**src/rtl/serial_adder_ctrl_if.sv**
```systemverilog
// serial_adder_ctrl_if: start/operand request and busy/done/result bundle for serial_adder_ctrl
interface serial_adder_ctrl_if #(parameter int WIDTH = 8);
    logic             start;
    logic [WIDTH-1:0] a;
    logic [WIDTH-1:0] b;
    logic             cin;
    logic             busy;
    logic             done;
    logic [WIDTH-1:0] sum;
    logic             cout;
    modport master (output start, a, b, cin, input busy, done, sum, cout);
    modport slave (input start, a, b, cin, output busy, done, sum, cout);
endinterface

```
**src/rtl/serial_adder_ctrl.sv**
```systemverilog
// serial_adder_ctrl: bit-serial LSB-first adder computing {cout,sum} = a + b + cin, one bit per clock
module serial_adder_ctrl #(parameter int WIDTH = 8) (
    input logic clk,
    input logic rst_n,
    serial_adder_ctrl_if.slave bus
);
    localparam int CW = $clog2(WIDTH);
    typedef enum logic [1:0] {IDLE, RUN, DONE} state_t;
    state_t           state, state_nxt;
    logic [WIDTH-1:0] a_sh, b_sh, r_sh, sum_q;
    logic             carry, cout_q;
    logic [CW-1:0]    cnt;
    logic             s1, c1, s_bit, c2, c_nxt, last;
    // full adder: two gate-level half adders, carries merged by an OR
    xor g_s1 (s1, a_sh[0], b_sh[0]);
    and g_c1 (c1, a_sh[0], b_sh[0]);
    xor g_s2 (s_bit, s1, carry);
    and g_c2 (c2, s1, carry);
    or  g_co (c_nxt, c1, c2);
    assign last = cnt == CW'(WIDTH - 1);
    always_ff @(posedge clk or negedge rst_n) begin
        if (!rst_n) state <= IDLE;
        else        state <= state_nxt;
    end
    always_comb begin
        state_nxt = (state == IDLE) ? (bus.start ? RUN : IDLE) :
                    (state == RUN)  ? (last ? DONE : RUN) : IDLE;
    end
    always_comb begin
        bus.busy = state == RUN;
        bus.done = state == DONE;
    end
    // result register loads only on the final bit so partial sums never reach the port
    always_ff @(posedge clk or negedge rst_n) begin
        if (!rst_n) begin
            a_sh   <= '0;
            b_sh   <= '0;
            r_sh   <= '0;
            sum_q  <= '0;
            carry  <= 1'b0;
            cout_q <= 1'b0;
            cnt    <= '0;
        end else if (state == IDLE && bus.start) begin
            a_sh  <= bus.a;
            b_sh  <= bus.b;
            carry <= bus.cin;
            cnt   <= '0;
        end else if (state == RUN) begin
            a_sh  <= a_sh >> 1;
            b_sh  <= b_sh >> 1;
            r_sh  <= {s_bit, r_sh[WIDTH-1:1]};
            carry <= c_nxt;
            cnt   <= last ? cnt : cnt + 1'b1;
            if (last) begin
                sum_q  <= {s_bit, r_sh[WIDTH-1:1]};
                cout_q <= c_nxt;
            end
        end
    end
    assign bus.sum  = sum_q;
    assign bus.cout = cout_q;
endmodule
```
**src/flat_wrapper.sv**
```systemverilog
// flat-port wrapper written by rule: the top's interface ports become plain ports
module serial_adder_ctrl_flat 
#(parameter int WIDTH = 8)
  (clk, rst_n, bus_start, bus_a, bus_b, bus_cin, bus_busy, bus_done, bus_sum, bus_cout);
  serial_adder_ctrl_if #(.WIDTH(WIDTH)) bus_i ();
  input logic clk;
  input logic rst_n;
  input wire logic [$bits(bus_i.start)-1:0] bus_start;
  input wire logic [$bits(bus_i.a)-1:0] bus_a;
  input wire logic [$bits(bus_i.b)-1:0] bus_b;
  input wire logic [$bits(bus_i.cin)-1:0] bus_cin;
  output wire logic [$bits(bus_i.busy)-1:0] bus_busy;
  output wire logic [$bits(bus_i.done)-1:0] bus_done;
  output wire logic [$bits(bus_i.sum)-1:0] bus_sum;
  output wire logic [$bits(bus_i.cout)-1:0] bus_cout;
  assign bus_i.start = bus_start;
  assign bus_i.a = bus_a;
  assign bus_i.b = bus_b;
  assign bus_i.cin = bus_cin;
  assign bus_busy = bus_i.busy;
  assign bus_done = bus_i.done;
  assign bus_sum = bus_i.sum;
  assign bus_cout = bus_i.cout;
  serial_adder_ctrl #(.WIDTH(WIDTH)) u_core (.clk(clk), .rst_n(rst_n), .bus(bus_i));
endmodule
```
**config.mk**
```make
export PLATFORM = sky130hd
export DESIGN_NAME = serial_adder_ctrl_flat
export DESIGN_NICKNAME = d
export VERILOG_FILES = /design/src/rtl/serial_adder_ctrl_if.sv /design/src/rtl/serial_adder_ctrl.sv /design/src/flat_wrapper.sv
export SDC_FILE = /design/constraint.sdc
export NUM_CORES = 1
export LEC_CHECK = 0
export BUFFER_PORTS_ARGS = -buffer_cell sky130_fd_sc_hd__buf_2
export CORE_ASPECT_RATIO = 2
export CORE_MARGIN = 2
export CORE_UTILIZATION = 55
export CTS_BUF_LIST = sky130_fd_sc_hd__clkbuf_8 sky130_fd_sc_hd__clkbuf_16
export DETAILED_ROUTE_END_ITERATION = 16
export GPL_ROUTABILITY_DRIVEN = 0
export PLACE_DENSITY_LB_ADDON = 0.2
export RECOVER_POWER = 25
export SLEW_MARGIN = 0
export SYNTH_ARGS = -nofsm -noshare
export SYNTH_HDL_FRONTEND = slang
export SYNTH_SLANG_ARGS = --single-unit
```
**constraint.sdc**
```tcl
create_clock -name clk -period 1.7 [get_ports clk]
set_input_delay 0.34 -clock clk [delete_from_list [all_inputs] [get_ports clk]]
set_output_delay 0.34 -clock clk [all_outputs]
set_load 0.01 [all_outputs]
```
==> Word level (Yosys, flattened, before mapping) <==
Cells that the tools add are included.
{ "classes": {"muxes": 13, "n_eq_ne": 4, "addsub": 1, "n_reduce_logical": 6, "bitwise": 6} }
{ "ops": {"columns": ["operator", "count"], "rows": [
  ["8-bit two-way mux", 4],
  ["3-bit two-way mux", 3],
  ["2-bit two-way mux", 3],
  ["2-bit AND reduction", 2],
  ["3-bit by 1-bit adder with 3-bit output, second input constant", 1],
  ["3-bit == test, second input constant", 1],
  ["1-bit two-way mux", 3],
  ["3-bit AND reduction", 1],
  ["1-bit bitwise AND", 2],
  ["2-bit by 1-bit == test with 1-bit output, second input constant", 1],
  ["2-bit == test, second input constant", 1],
  ["2-bit logical NOT", 1],
  ["2-bit != test, second input constant", 1],
  ["2-bit nonzero test", 1],
  ["1-bit bitwise XOR", 2],
  ["1-bit logical AND", 1],
  ["1-bit inverter", 1],
  ["1-bit OR", 1]
]} }
{ "word_totals": {"wordCells": 38, "register_bits": 39} }

==> Logic depth before layout (Yosys ltp) <==
Gate-level depths: netlist (run 1).
{ "logic_depth": {"word_depth": 5, "ltp_mapped": 6, "ltp_nobuf": 5} }

==> Worst setup path after synthesis (run 1) <==
No wires, ideal clock.
{ "synth_path": {"path_kind": "reg2reg", "startpoint": "reg u_core.cnt[0]", "endpoint": "reg u_core.cout_q, in the netlist u_core.bus.cout", "setup_slack_ps": 287, "stages_incl_launch_ff": 6, "path_buffers": 1, "t_required_ps": 1575, "synth_period_minus_slack_ps": 1413, "t_arrival_ps": 1288, "path_cell_list": "dfrtp_1 > ha_1 > ha_1 > buf_6 > nand2_8 > mux2_4"} }
{ "synth_between": {"elab_chain_cells": 2} }
{ "synth_rtl": {"columns": ["element", "line", "source"], "rows": [
  ["start: declaration", "serial_adder_ctrl.sv:12", "logic [CW-1:0] cnt;"],
  ["start signal: assignment", "serial_adder_ctrl.sv:53", "cnt <= last ? cnt : cnt + 1'b1;"],
  ["3-bit == test", "serial_adder_ctrl.sv:20", "assign last = cnt == CW'(WIDTH - 1);"],
  ["3-bit AND reduction (no line)", null, null],
  ["end signal: assignment", "serial_adder_ctrl.sv:56", "cout_q <= c_nxt;"],
  ["end: declaration", "serial_adder_ctrl.sv:11", "logic carry, cout_q;"]
]} }
No other way between the ends.
A chain may end at the register's enable or synchronous reset.

==> Worst setup path in the final report (run 1) <==
{ "layout_path": {"startpoint": "reg u_core.state[1]", "endpoint": "out bus_done"} }
{ "layout_between": {"elab_chain_cells": 1} }
{ "layout_rtl": {"columns": ["element", "line", "source"], "rows": [
  ["start: declaration", "serial_adder_ctrl.sv:9", "state_t state, state_nxt;"],
  ["start signal: assignment", "serial_adder_ctrl.sv:23", "else state <= state_nxt;"],
  ["2-bit == test", "serial_adder_ctrl.sv:31", "bus.done = state == DONE;"],
  ["end: declaration", "flat_wrapper.sv:13", "output wire logic [$bits(bus_i.done)-1:0] bus_done;"]
]} }
No other way between the ends.

==> impl_summary.md, run 1 <==
Outcome
The run finished with clean final reports.

Global routing
The maximum number of pins on one net before global-route repair is 21. The total global routing track utilization is 0.205. The initial antenna violation count is 0.

The first global-routing pass estimated 5780 µm of wire. For this run the aggregate overflow at the end of global routing stands at 0. The number of global-route vias before repair is 1318.

Drt
For this block, the initial DRC count from the detailed router was 16. The final route contains 1192 vias. Dividing the detail-routed via count by the number of cells gives 5.81. Dividing the detail-routed wire length by the instance count gives 15.7 µm. The number of iterations in the first detailed-routing pass is 4.

The number of nets still failing antenna checks after routing is 0. The final layout contains routed wiring with a total length of 3210 µm. The DRC violation count after routing is 0.

Yosys
The synthesized area divided by synthesized cell count is 13.0 µm². The count of distinct cell types in the synthesized netlist is 30. The synthesized netlist cell count is 137. The mapped netlist covers 0.00178 mm². The number of nets in the synthesized netlist is 160.

The flip-flop and latch count after synthesis is 38. The sequential cell area fraction in the yosys report is 0.535. The number of warnings printed during yosys synthesis is 0.

Critical path
The logic depth of the worst register-to-register path is 4. The data arrival time at the worst-slack endpoint is 1.21 ns. In this run the worst setup path begins at u_core.state[1]. The worst register-to-register path begins at u_core.cnt[0]. STA classifies the critical path startpoint as a flop. The category of the most critical setup path is reg2out. The kind of end point of the critical path is a primary output.

The worst-case register-to-register setup slack is 0.15 ns. The endpoint identified for the worst register-to-register timing path is u_core.bus.sum[7]. The largest fanout of any net on the critical path is 18. The critical path required time is 1.36 ns.

Timing
The final worst setup slack is 0.149 ns. Summed over all failing endpoints, the final setup total negative slack is 0 ns. The worst max-slew margin expressed relative to the limit is 0.331. Based on the critical path, the design can be clocked at up to 645 MHz. Setup violations remaining at the end of the flow were counted as 0.

At the pin with the least slew margin, the transition time is 1.00 ns. The number of pins with negative max-slew slack in the final report is 0. The clock arrives with 0.00324 ns of skew. In the finished design, the share of the clock period the worst path needs comes to 0.913. The final hold violation count was 0. The final critical path time including I/O delays and setup is 1.55 ns. Setup repair after global routing left no endpoint under its margin.

Floorplan
The floorplan has 29 rows. The height of the chip is 84.4 µm. 31 I/O pins were placed.

The total die area is 0.00373 mm². The initial utilization of the core area, before any placement, comes to 0.569. The area of the placeable core is 0.00312 mm².

The die is 44.2 µm wide.

Power and ir drop
Power spread over the standard cell area amounts to 1810 mW/mm². Summed over all cells, the static leakage comes to 0.998 nW. The maximum ir drop on the vdd rail is 939 µV.

Cells and area
Fill cells in the final layout number 250. In the layout the commonest cells are dfrtp_1 (38), buf_2 (29), o22a_1 (12), nand2_1 (10). From synthesis to final layout, the design area changed by 15.0%. For this run, the post-layout net count is 196. Summing all multi-input logic gate instances after layout gives 756 µm².

The final antenna diode count is 0. Registers take 951 µm². The library cell used most frequently in the layout, excluding fill and tap cells, is dfrtp_1. The share of final-layout standard cells stronger than drive strength 1 is 0.362. The final core area utilization is 0.655.

Clocking
The post-cts resize count is 0. The number of H-tree levels is 2. The clock passes through at most 2 buffers. The CTS tree is done. The later pin in the worst-skew pair is clocked with a latency of 0.28 ns.

The clock slew seen by the registers of the worst setup and hold paths is 0.07 ns. The buffer type at the clock tree root is clkbuf_8. In this run, CTS created clock tree buffers numbering 5. The CTS sink count is 38.

Placed design
The worst-case setup slack after placement is 0.153 ns. The HPWL reported at the end of detailed placement is 2520 µm. The count of buffers inserted at the top-level ports is 30.

Min path
The classification of the worst-slack hold path is in2async.

Flow run
The total of max-cap violations is 0.
sequential cells by signal, summed over array words and instances (netlist names):
signal,count
u_core.b_sh,8
u_core.state,2
u_core.cnt,3
u_core.bus.cout,1
u_core.bus.sum,8
u_core.carry,1
u_core.r_sh,7
u_core.a_sh,8
worst max path at each step:
stage                                   end  slack (ns)  depth (start not counted)
after CTS                          bus_done        0.14                          3
after floorplan             u_core.bus.cout        0.29                          5
after global routing               bus_done        0.06                          3
after global placement    u_core.bus.sum[6]        0.22                          4
final                              bus_done        0.15                          3
after detailed placement  u_core.bus.sum[7]        0.15                          4
synth_stat cells:
cell type	n	area, µm²
buf_2	2	10.0
mux2_2	7	78.8
a32o_1	1	10.0
dfrtp_1	38	951
mux2_4	9	135
and2b_1	1	7.51
or2_2	1	6.26
clkbuf_1	1	3.75
nand2b_1	9	56.3
a21oi_1	2	10.0
a22oi_1	2	15.0
nand2_8	1	20.0
ha_1	2	25.0
fa_1	1	20.0
o22a_1	12	105
nor2b_1	1	6.26
buf_4	2	15.0
or2b_1	1	7.51
inv_1	1	3.75
a221o_1	9	90.1
o21ai_0	8	40.0
nor3_1	1	5.00
o2bb2ai_1	3	26.3
o21ai_1	3	15.0
buf_6	3	33.8
clkinv_1	1	3.75
nor2b_4	1	13.8
nor2_1	3	11.3
nand2b_4	1	13.8
nand2_1	10	37.5
layer usage:
| layer | vias up | routed length, µm | global-route usage |
|---|---|---|---|
| li1 | 573 | - | - |
| met1 | 590 | 1200 | 0.224 |
| met5 | - | 0 | 0 |
| met4 | 0 | 44 | 0.0882 |
| met3 | 4 | 95 | 0.0409 |
| met2 | 25 | 1880 | 0.365 |
logic make-up (layout without fill, tap and decap cells):
family / after synthesis / after routing / share of synthesized area
DFF: 38 / 38 / 0.535
and+or+nand+nor: 30 / 30 / 0.104
muxes: 16 / 16 / 0.120
buffers and inverters: 10 / 47 / 0.0394
AOI/OAI and AO/OA: 40 / 40 / 0.175
adders and majority gates: 3 / 3 / 0.0254
layout make-up:
type | count | share of cell area
inverter | 2 | 0.00367
timing repair buffer | 37 | 0.0974
multi-input combinational | 89 | 0.370
tap | 31 | 0.0190
clock inverter | 2 | 0.00429
clock buffer | 6 | 0.0404
sequential | 38 | 0.465
through the flow:
| stage | total power [W] | cells | cell area (µm²) | hold slack (ns) |
|---|---|---|---|---|
| 4_1_cts | 0.00376 | 205 | 2060 | 0.0108 |
| 5_1_grt | 0.00398 | 205 | 2040 | 0.269 |
| 3_3_place_gp | 0.00301 | 195 | 1950 | 0.308 |
| 2_1_floorplan | 0.00272 | 137 | 1780 | 0.0444 |
| 6_report | 0.00370 | 205 | 2040 | 0.205 |
| 3_5_place_dp | 0.00311 | 195 | 1950 | 0.309 |
worst max-delay path, cell delays in order, from the launching register on:
cell and delay (ns):
dfrtp_1 0.43, buf_4 0.21, and2b_1 0.16, buf_2 0.13
where the power goes:
| part | total, W | switching (W) | internal [W] | leakage [nW] |
|---|---|---|---|---|
| logic | 0.00146 | 0.000613 | 0.000849 | 0.484 |
| clock network | 0.000603 | 0.000282 | 0.000321 | 0.0524 |
| registers | 0.00163 | 0.000305 | 0.00133 | 0.462 |
| total | 0.00370 | 0.00120 | 0.00250 | 0.998 |
repair_timing:
item | 4_1_cts | 5_1_grt
setup endpoints to repair | 1 | 0
hold buffers | 0 | 0
setup buffers | 2 | 0
Note: power is estimated with default switching activity, not from simulation.
==> run 2: changes to the inputs <==
--- a/config.mk
+++ b/config.mk
@@ -8,13 +8,13 @@
 export BUFFER_PORTS_ARGS = -buffer_cell sky130_fd_sc_hd__buf_2
 export CORE_ASPECT_RATIO = 2
 export CORE_MARGIN = 2
-export CORE_UTILIZATION = 55
+export CORE_UTILIZATION = 56
 export CTS_BUF_LIST = sky130_fd_sc_hd__clkbuf_8 sky130_fd_sc_hd__clkbuf_16
 export DETAILED_ROUTE_END_ITERATION = 16
 export GPL_ROUTABILITY_DRIVEN = 0
 export PLACE_DENSITY_LB_ADDON = 0.2
 export RECOVER_POWER = 25
-export SLEW_MARGIN = 0
+export SLEW_MARGIN = 5
 export SYNTH_ARGS = -nofsm -noshare
 export SYNTH_HDL_FRONTEND = slang
 export SYNTH_SLANG_ARGS = --single-unit
==> constraint.sdc (replaced) <==
create_clock -name clk -period 1.8 [get_ports clk]
set_input_delay 0.36 -clock clk [delete_from_list [all_inputs] [get_ports clk]]
set_output_delay 0.36 -clock clk [all_outputs]
set_load 0.01 [all_outputs]
==> impl_summary.md, run 2 (synthesis results as in run 1) <==
Timing
Of the available clock period, the critical path in the final layout requires 0.920. The final-report setup violation count is 0 (unchanged). RSZ-0062 raised after global routing: no (unchanged). The worst path in the final design needs a cycle of 1.66 ns, including I/O delays and setup. The number of pins with negative max-slew slack in the final report came to 0 (unchanged). The final hold violation count is 0 (unchanged). The worst max-slew margin expressed relative to the limit is 0.399 (was 0.331). The slew at the pin with the worst max-slew slack is 0.902 ns (was 1.00 ns). The setup TNS is 0 ns (unchanged). The setup skew after layout was 0.00409 ns (was 0.00324 ns).

The achievable frequency is 604 MHz.

Cells and area
The final antenna diode count is 0 (unchanged). Leading cell types in the layout, fill and taps excluded: dfrtp_1 (38), buf_2 (30), o22a_1 (12), nand2_1 (10) (was dfrtp_1 (38), buf_2 (29), o22a_1 (12), nand2_1 (10)). The commonest non-fill, non-tap cell in the layout is dfrtp_1 (unchanged). The post-synthesis to final-layout area growth was 15.5% (was 15.0%). The number of nets in the layout was 197 (was 196). The share of final-layout standard cells stronger than drive strength 1 is 0.371 (was 0.362).

Floorplan
The count of boundary I/O pins is 31 (unchanged). The area of the placeable core was 0.00308 mm² (was 0.00312 mm²). The placement row count is 29 (unchanged). The effective utilization at floorplan is 0.576 (was 0.569). The total die area is 0.00367 mm² (was 0.00373 mm²). The height of the chip is 83.7 µm (was 84.4 µm).

The die span in x is 43.8 µm (was 44.2 µm).

Power and ir drop
The total internal power was 0.00238 W (was 0.00250 W). The overall power was 0.00353 W (was 0.00370 W). The share of total power in combinational logic is 0.401 (was 0.395).

The power share of the sequential group is 0.434 (was 0.442). The power per cell area is 1720 mW/mm² (was 1810 mW/mm²). The switching power total was 0.00116 W (was 0.00120 W). The clock share of power is 0.165 (was 0.163).

The maximum ir drop on the vdd rail is 1100 µV (was 939 µV). The proportion of total power due to net switching is 0.327 (was 0.325). The static leakage power is 1.01 nW (was 0.998 nW).

Clocking
The post-cts resize count is 0 (unchanged). The CTS tree is done (unchanged). The CTS sink count is 38 (unchanged). The maximum buffer depth of the clock tree is 2 (unchanged). The hold buffer count at CTS is 0 (unchanged).

The post-CTS setup repair buffer count is 0 (was 2). The clock slew seen by the registers of the worst setup and hold paths is 0.07 ns (about the same). The buffer type at the clock tree root is clkbuf_8 (unchanged). The clock latency at the later pin of the worst-skew pair is 0.29 ns (was 0.28 ns).

The number of H-tree levels is 2 (unchanged). The number of buffers added by the clock tree synthesis step was 5 (unchanged).

Critical path
The logic depth of the worst register-to-register path is 4 (unchanged). Worst path cell trace: buf_4 > and2b_1 > buf_2 (unchanged). The critical path required time is 1.44 ns (was 1.36 ns). The family with the most delay on the worst path was buffers and inverters (was flip-flops). The worst path buffer plus inverter count is 2 (unchanged). The largest stage delay on the critical path is 0.40 ns (was 0.43 ns). The largest fanout of any net on the critical path is 32 (was 18). The category of the most critical setup path is reg2out (unchanged). The startpoint kind of the worst setup timing path is a flop (unchanged). The worst-case register-to-register setup slack is 0.27 ns (was 0.15 ns). The startpoint of the worst-slack reg-to-reg timing path is u_core.cnt[0] (unchanged). The slowest stage cell on the critical path is dfrtp_1 (unchanged).

The capture point of the worst reg-to-reg path is u_core.bus.sum[5] (was u_core.bus.sum[7]). The data arrival time at the worst-slack endpoint was 1.30 ns (was 1.21 ns). The kind of end point of the critical path is a primary output (unchanged).

Global routing
The number of global-route vias before repair is 1229 (was 1318). The initial antenna violation count is 0 (unchanged). The maximum number of pins on one net before global-route repair is 39 (was 21). The remaining global-route overflow is 0 (unchanged). The wire length of the first global-routing pass came to 5520 µm (was 5780 µm). The total global routing track utilization is 0.200 (was 0.205).

Placed design
The HPWL reported at the end of detailed placement is 2140 µm (was 2520 µm). The count of buffers inserted at the top-level ports is 30 (unchanged).

Drt
The number of iterations in the first detailed-routing pass is 4 (unchanged). The average vias per placed instance is 5.73 (was 5.81). The DRC violation total after the first TritonRoute iteration is 31 (was 16). The number of vias after detailed routing came to 1180 (was 1192).

The per-cell routed wire length is 15.5 µm (was 15.7 µm). The number of nets still failing antenna checks after routing is 0 (unchanged). The DRC violation count after routing is 0 (unchanged). The detailed-route wire length is 3200 µm (was 3210 µm).

Min path
The classification of the worst-slack hold path is in2async (unchanged).

Outcome
Run status: finished, final reports clean (unchanged).

Flow run
The total of max-cap violations is 0 (unchanged).
-- run 2: cell types whose count changed in the layout (fill, tap and decap cells not counted) --
cell | before | now
clkbuf_1 | 1 | 0
buf_4 | 6 | 7
buf_2 | 29 | 30
-- run 2: how the worst max path moves through the flow --
| stage | start | to | slack, ns | cells after the start |
|---|---|---|---|---|
| floorplan | u_core.cnt[0] | u_core.bus.cout | 0.39 | 5 |
| global placement | u_core.cnt[0] | u_core.bus.sum[4] | 0.32 | 4 |
| detailed placement | u_core.cnt[0] | u_core.bus.sum[5] | 0.28 | 4 |
| CTS | u_core.state[0] | bus_busy | 0.008 | 2 |
| global route | u_core.state[1] | bus_done | 0.06 | 3 |
| finish | u_core.state[1] | bus_done | 0.14 | 3 |
-- run 2: stage by stage --
stage	hold slack, ns	utilization	worst slack [ns]	std cells	instance area, µm²
6_report	0.271	0.665	0.144	206	2050
5_1_grt	0.329	0.665	0.0640	206	2050
4_1_cts	0.124	0.661	0.00761	204	2040
3_5_place_dp	0.434	0.632	0.276	196	1950
3_3_place_gp	0.434	0.632	0.315	196	1950
2_1_floorplan	0.0644	-	0.387	137	1780
-- run 2: layout make-up --
cell class                 count  area (µm²)
inverter                       2        7.51
fill                         241        1030
multi-input combinational     89         756
tap                           31        38.8
clock inverter                 2        8.76
timing repair buffer          38         208
clock buffer                   6        82.6
sequential                    38         951
-- run 2: power groups by stage --
stage / Sequential, W / Clock (W) / Combinational (W)
after floorplan: 0.00153 / 0 / 0.00104
after global placement: 0.00153 / 0 / 0.00135
after detailed placement: 0.00155 / 0 / 0.00139
after CTS: 0.00153 / 0.000608 / 0.00140
after global routing: 0.00158 / 0.000638 / 0.00156
final: 0.00153 / 0.000584 / 0.00142
-- run 2: layer usage --
| metal | GRT usage | vias to the layer above | routed length [µm] |
|---|---|---|---|
| li1 | - | 576 | - |
| met1 | 0.263 | 567 | 1400 |
| met2 | 0.311 | 31 | 1600 |
| met3 | 0.0455 | 6 | 138 |
| met4 | 0.0826 | 0 | 69 |
| met5 | 0 | - | 0 |
-- run 2: worst reg2reg max path, cell delays in order (launching register included) --
cell and delay (ns):
dfrtp_1 0.41, ha_1 0.21, ha_1 0.31, nand2_8 0.17, mux2_4 0.32
==> run 3: changes to the inputs <==
--- a/config.mk
+++ b/config.mk
@@ -5,6 +5,7 @@
 export SDC_FILE = /design/constraint.sdc
 export NUM_CORES = 1
 export LEC_CHECK = 0
+export ABC_AREA = 1
 export BUFFER_PORTS_ARGS = -buffer_cell sky130_fd_sc_hd__buf_2
 export CORE_ASPECT_RATIO = 2
 export CORE_MARGIN = 2
@@ -12,6 +13,7 @@
 export CTS_BUF_LIST = sky130_fd_sc_hd__clkbuf_8 sky130_fd_sc_hd__clkbuf_16
 export DETAILED_ROUTE_END_ITERATION = 16
 export GPL_ROUTABILITY_DRIVEN = 0
+export GPL_TIMING_DRIVEN = 0
 export PLACE_DENSITY_LB_ADDON = 0.2
 export RECOVER_POWER = 25
 export SLEW_MARGIN = 5
==> impl_summary.md, run 3 <==
Yosys
The count of distinct cell types in the synthesized netlist was 17 (was 30). The post-synthesis instance area is 0.00166 mm² (was 0.00178 mm²). The share of the synthesized area in the top cell type came to 0.574 (was 0.535). Most area-consuming cells after synthesis: dfrtp_1 (57%), nand3_1 (15%), nand2_1 (14%), o21ai_1 (1.8%), buf_2 (1.5%) (was dfrtp_1 (54%), mux2_4 (7.6%), o22a_1 (5.9%), a221o_1 (5.1%), mux2_2 (4.4%)). The synthesized netlist net count was 207 (was 160). The synthesized area divided by synthesized cell count is 9.01 µm² (was 13.0 µm²). The dominant cell type by area after synthesis is dfrtp_1 (unchanged). The flip-flop and latch count after synthesis is 38 (unchanged).

The proportion of synthesized flip-flops having asynchronous set or reset is 1.00 (unchanged). The sequential cell area fraction in the yosys report is 0.574 (was 0.535). The number of enable-type register cells in the synthesized netlist is 0 (unchanged).

The synthesized netlist cell count came to 184 (was 137). The most frequently used flop master after synthesis is dfrtp_1 (unchanged). The leading cell type by number of instances after synthesis was nand2_1 (was dfrtp_1). The number of warnings printed during yosys synthesis is 0 (unchanged).

Most common library cells after synthesis: nand2_1 (62), nand3_1 (51), dfrtp_1 (38) (was dfrtp_1 (38), o22a_1 (12), nand2_1 (10)).

Timing
The worst max-slew margin expressed relative to the limit was 0.389 (was 0.399). The setup TNS is 0 ns (unchanged). RSZ-0062 raised after global routing: no (unchanged).

The achievable frequency is 590 MHz (was 604 MHz). The slew at the pin with the worst max-slew slack is 0.916 ns (was 0.902 ns). The share of the clock period used by the worst path after layout is 0.942 (was 0.920). The final critical path time including I/O delays and setup is 1.70 ns (was 1.66 ns). The final-report setup violation count is 0 (unchanged). The tightest hold margin was 0.199 ns (was 0.271 ns).

The number of pins with negative max-slew slack in the final report was 0 (unchanged). The setup skew after layout is 0.00298 ns (was 0.00409 ns). The final hold violation count is 0 (unchanged).

Cells and area
Leading cell types in the layout, fill and taps excluded: nand2_1 (62), nand3_1 (51), dfrtp_1 (38), buf_2 (33), inv_1 (7) (was dfrtp_1 (38), buf_2 (30), o22a_1 (12), nand2_1 (10)). The final antenna diode count came to 0 (unchanged). The post-synthesis to final-layout area growth was 16.5% (was 15.5%).

The final core area utilization is 0.672 (was 0.665). The commonest non-fill, non-tap cell in the layout is nand2_1 (was dfrtp_1). The count of fill cells added during filler insertion came to 253 (was 241).

The share of final-layout standard cells stronger than drive strength 1 is 0.231 (was 0.371). The count of placed standard cells in the final layout, fillers left out is 251 (was 206). The number of nets in the layout came to 243 (was 197).

Power and ir drop
The static leakage power is 1.04 nW (was 1.01 nW). The power per cell area came to 1670 mW/mm² (was 1720 mW/mm²). The maximum ir drop on the vdd rail is 1010 µV (was 1100 µV).

Global routing
The wire length of the first global-routing pass was 5800 µm (was 5520 µm). The number of global-route vias before repair was 1301 (was 1229). The remaining global-route overflow is 0 (unchanged). The maximum number of pins on one net before global-route repair is 39 (unchanged). The initial antenna violation count is 0 (unchanged). The total global routing track utilization is 0.226 (was 0.200).

Clocking
The number of buffers added by the clock tree synthesis step is 5 (unchanged). The CTS sink count is 38 (unchanged). The post-cts resize count is 0 (unchanged). The buffer type at the clock tree root is clkbuf_8 (unchanged). The maximum buffer depth of the clock tree was 2 (unchanged).

The CTS tree is done (unchanged). The clock slew seen by the registers of the worst setup and hold paths is 0.07 ns (about the same). The hold buffer count at CTS is 0 (unchanged).

The post-CTS setup repair buffer count is 0 (unchanged). The clock latency at the later pin of the worst-skew pair is 0.28 ns (was 0.29 ns). The number of H-tree levels is 2 (unchanged).

Critical path
The family with the most delay on the worst path is buffers and inverters (unchanged). The largest fanout of any net on the critical path is 10 (was 32). Worst path cell trace: inv_2 > nand2_4 > inv_4 > buf_6 > buf_2 (was buf_4 > and2b_1 > buf_2). The worst path buffer plus inverter count is 4 (was 2).

The slowest stage cell on the critical path is dfrtp_1 (unchanged). The critical path required time is 1.44 ns (about the same). The largest stage delay on the critical path is 0.41 ns (was 0.40 ns). The startpoint kind of the worst setup timing path is a flop (unchanged). The data arrival time at the worst-slack endpoint is 1.34 ns (was 1.30 ns).

The kind of end point of the critical path is a primary output (unchanged). The category of the most critical setup path is reg2out (unchanged).

Floorplan
The area of the placeable core is 0.00287 mm² (was 0.00308 mm²). The placement row count is 28 (was 29). The effective utilization at floorplan was 0.577 (was 0.576). The count of boundary I/O pins came to 31 (unchanged). The total die area is 0.00344 mm² (was 0.00367 mm²). The height of the chip is 80.9 µm (was 83.7 µm). The die span in x came to 42.5 µm (was 43.8 µm).

Drt
The number of vias after detailed routing was 1357 (was 1180). The number of iterations in the first detailed-routing pass is 4 (unchanged). The DRC violation count after routing came to 0 (unchanged).

The average vias per placed instance is 5.41 (was 5.73). The routed length on met3 was 150 µm (was 138 µm). The highest metal layer used by the detailed router is met4 (unchanged). The DRC violation total after the first TritonRoute iteration is 33 (was 31). The per-cell routed wire length is 12.8 µm (was 15.5 µm). The routed wire length on met2 was 1750 µm (was 1600 µm). The number of nets still failing antenna checks after routing was 0 (unchanged).

The met1 routed wirelength after detailed routing is 1260 µm (was 1400 µm). The detailed-route wire length is 3220 µm (was 3200 µm).

Placed design
The count of buffers inserted at the top-level ports came to 29 (was 30). The count of placed standard cells including taps is 243 (was 196). The HPWL reported at the end of detailed placement is 2340 µm (was 2140 µm).

Flow run
The total of max-cap violations came to 0 (unchanged).

Min path
The classification of the worst-slack hold path is in2async (unchanged).

Outcome
Run status: finished, final reports clean (unchanged).
==> run 3: cell type report <==
cell class                      count  area (µm²)  share of cell area
Buffer                              8        51.3              0.0266
Clock buffer                        6        82.6              0.0427
Clock inverter                      2        8.76             0.00453
Inverter                            9        36.3              0.0188
Multi-Input combinational cell    129         619               0.321
Sequential cell                    38         951               0.492
Tap cell                           30        37.5              0.0194
Timing Repair Buffer               29         145              0.0751
==> run 3: path summary, 6_finish.rpt <==
| kind | from | endpoint | slack, ns | cells after the start |
|---|---|---|---|---|
| max reg2reg | u_core.cnt[0] | u_core.cnt[2] | 0.36 | 7 |
| max in group asynchronous | rst_n | u_core.b_sh[2] | 1.03 | 1 |
| min in group clk | bus_b[7] | u_core.b_sh[7] | 0.27 | 3 |
| min | rst_n | u_core.bus.sum[3] | 0.20 | 1 |
| min reg2reg | u_core.bus.sum[6] | u_core.bus.sum[6] | 0.46 | 2 |
| max | u_core.state[1] | bus_busy | 0.10 | 5 |
==> run 3: power by group <==
group | total (W) | switching, W | internal [W]
logic | 0.00122 | 0.000741 | 0.000475
registers | 0.00143 | 0.000219 | 0.00121
clock network | 0.000583 | 0.000280 | 0.000303
==> run 3: cells by family after synthesis <==
logic type,Yosys count,share of synthesized area
AOI/OAI and AO/OA,6,0.0181
DFF,38,0.574
and+or+nand+nor,120,0.328
buffers and inverters,17,0.0528
adders and majority gates,3,0.0272
==> run 3: through the flow <==
step / cell area (µm²) / setup slack (ns) / total power [W]
after CTS: 1930 / 0.0910 / 0.00328
after global routing: 1930 / 0.00381 / 0.00353
final: 1930 / 0.104 / 0.00323
after detailed placement: 1840 / 0.369 / 0.00268
after global placement: 1840 / 0.421 / 0.00261
after floorplan: 1660 / 0.522 / 0.00229
==> run 3: routing by layer <==
metal / GRT usage / up-vias
met5: 0 / -
met4: 0.0938 / 0
met3: 0.0489 / 6
met2: 0.391 / 40
met1: 0.268 / 638
li1: - / 673
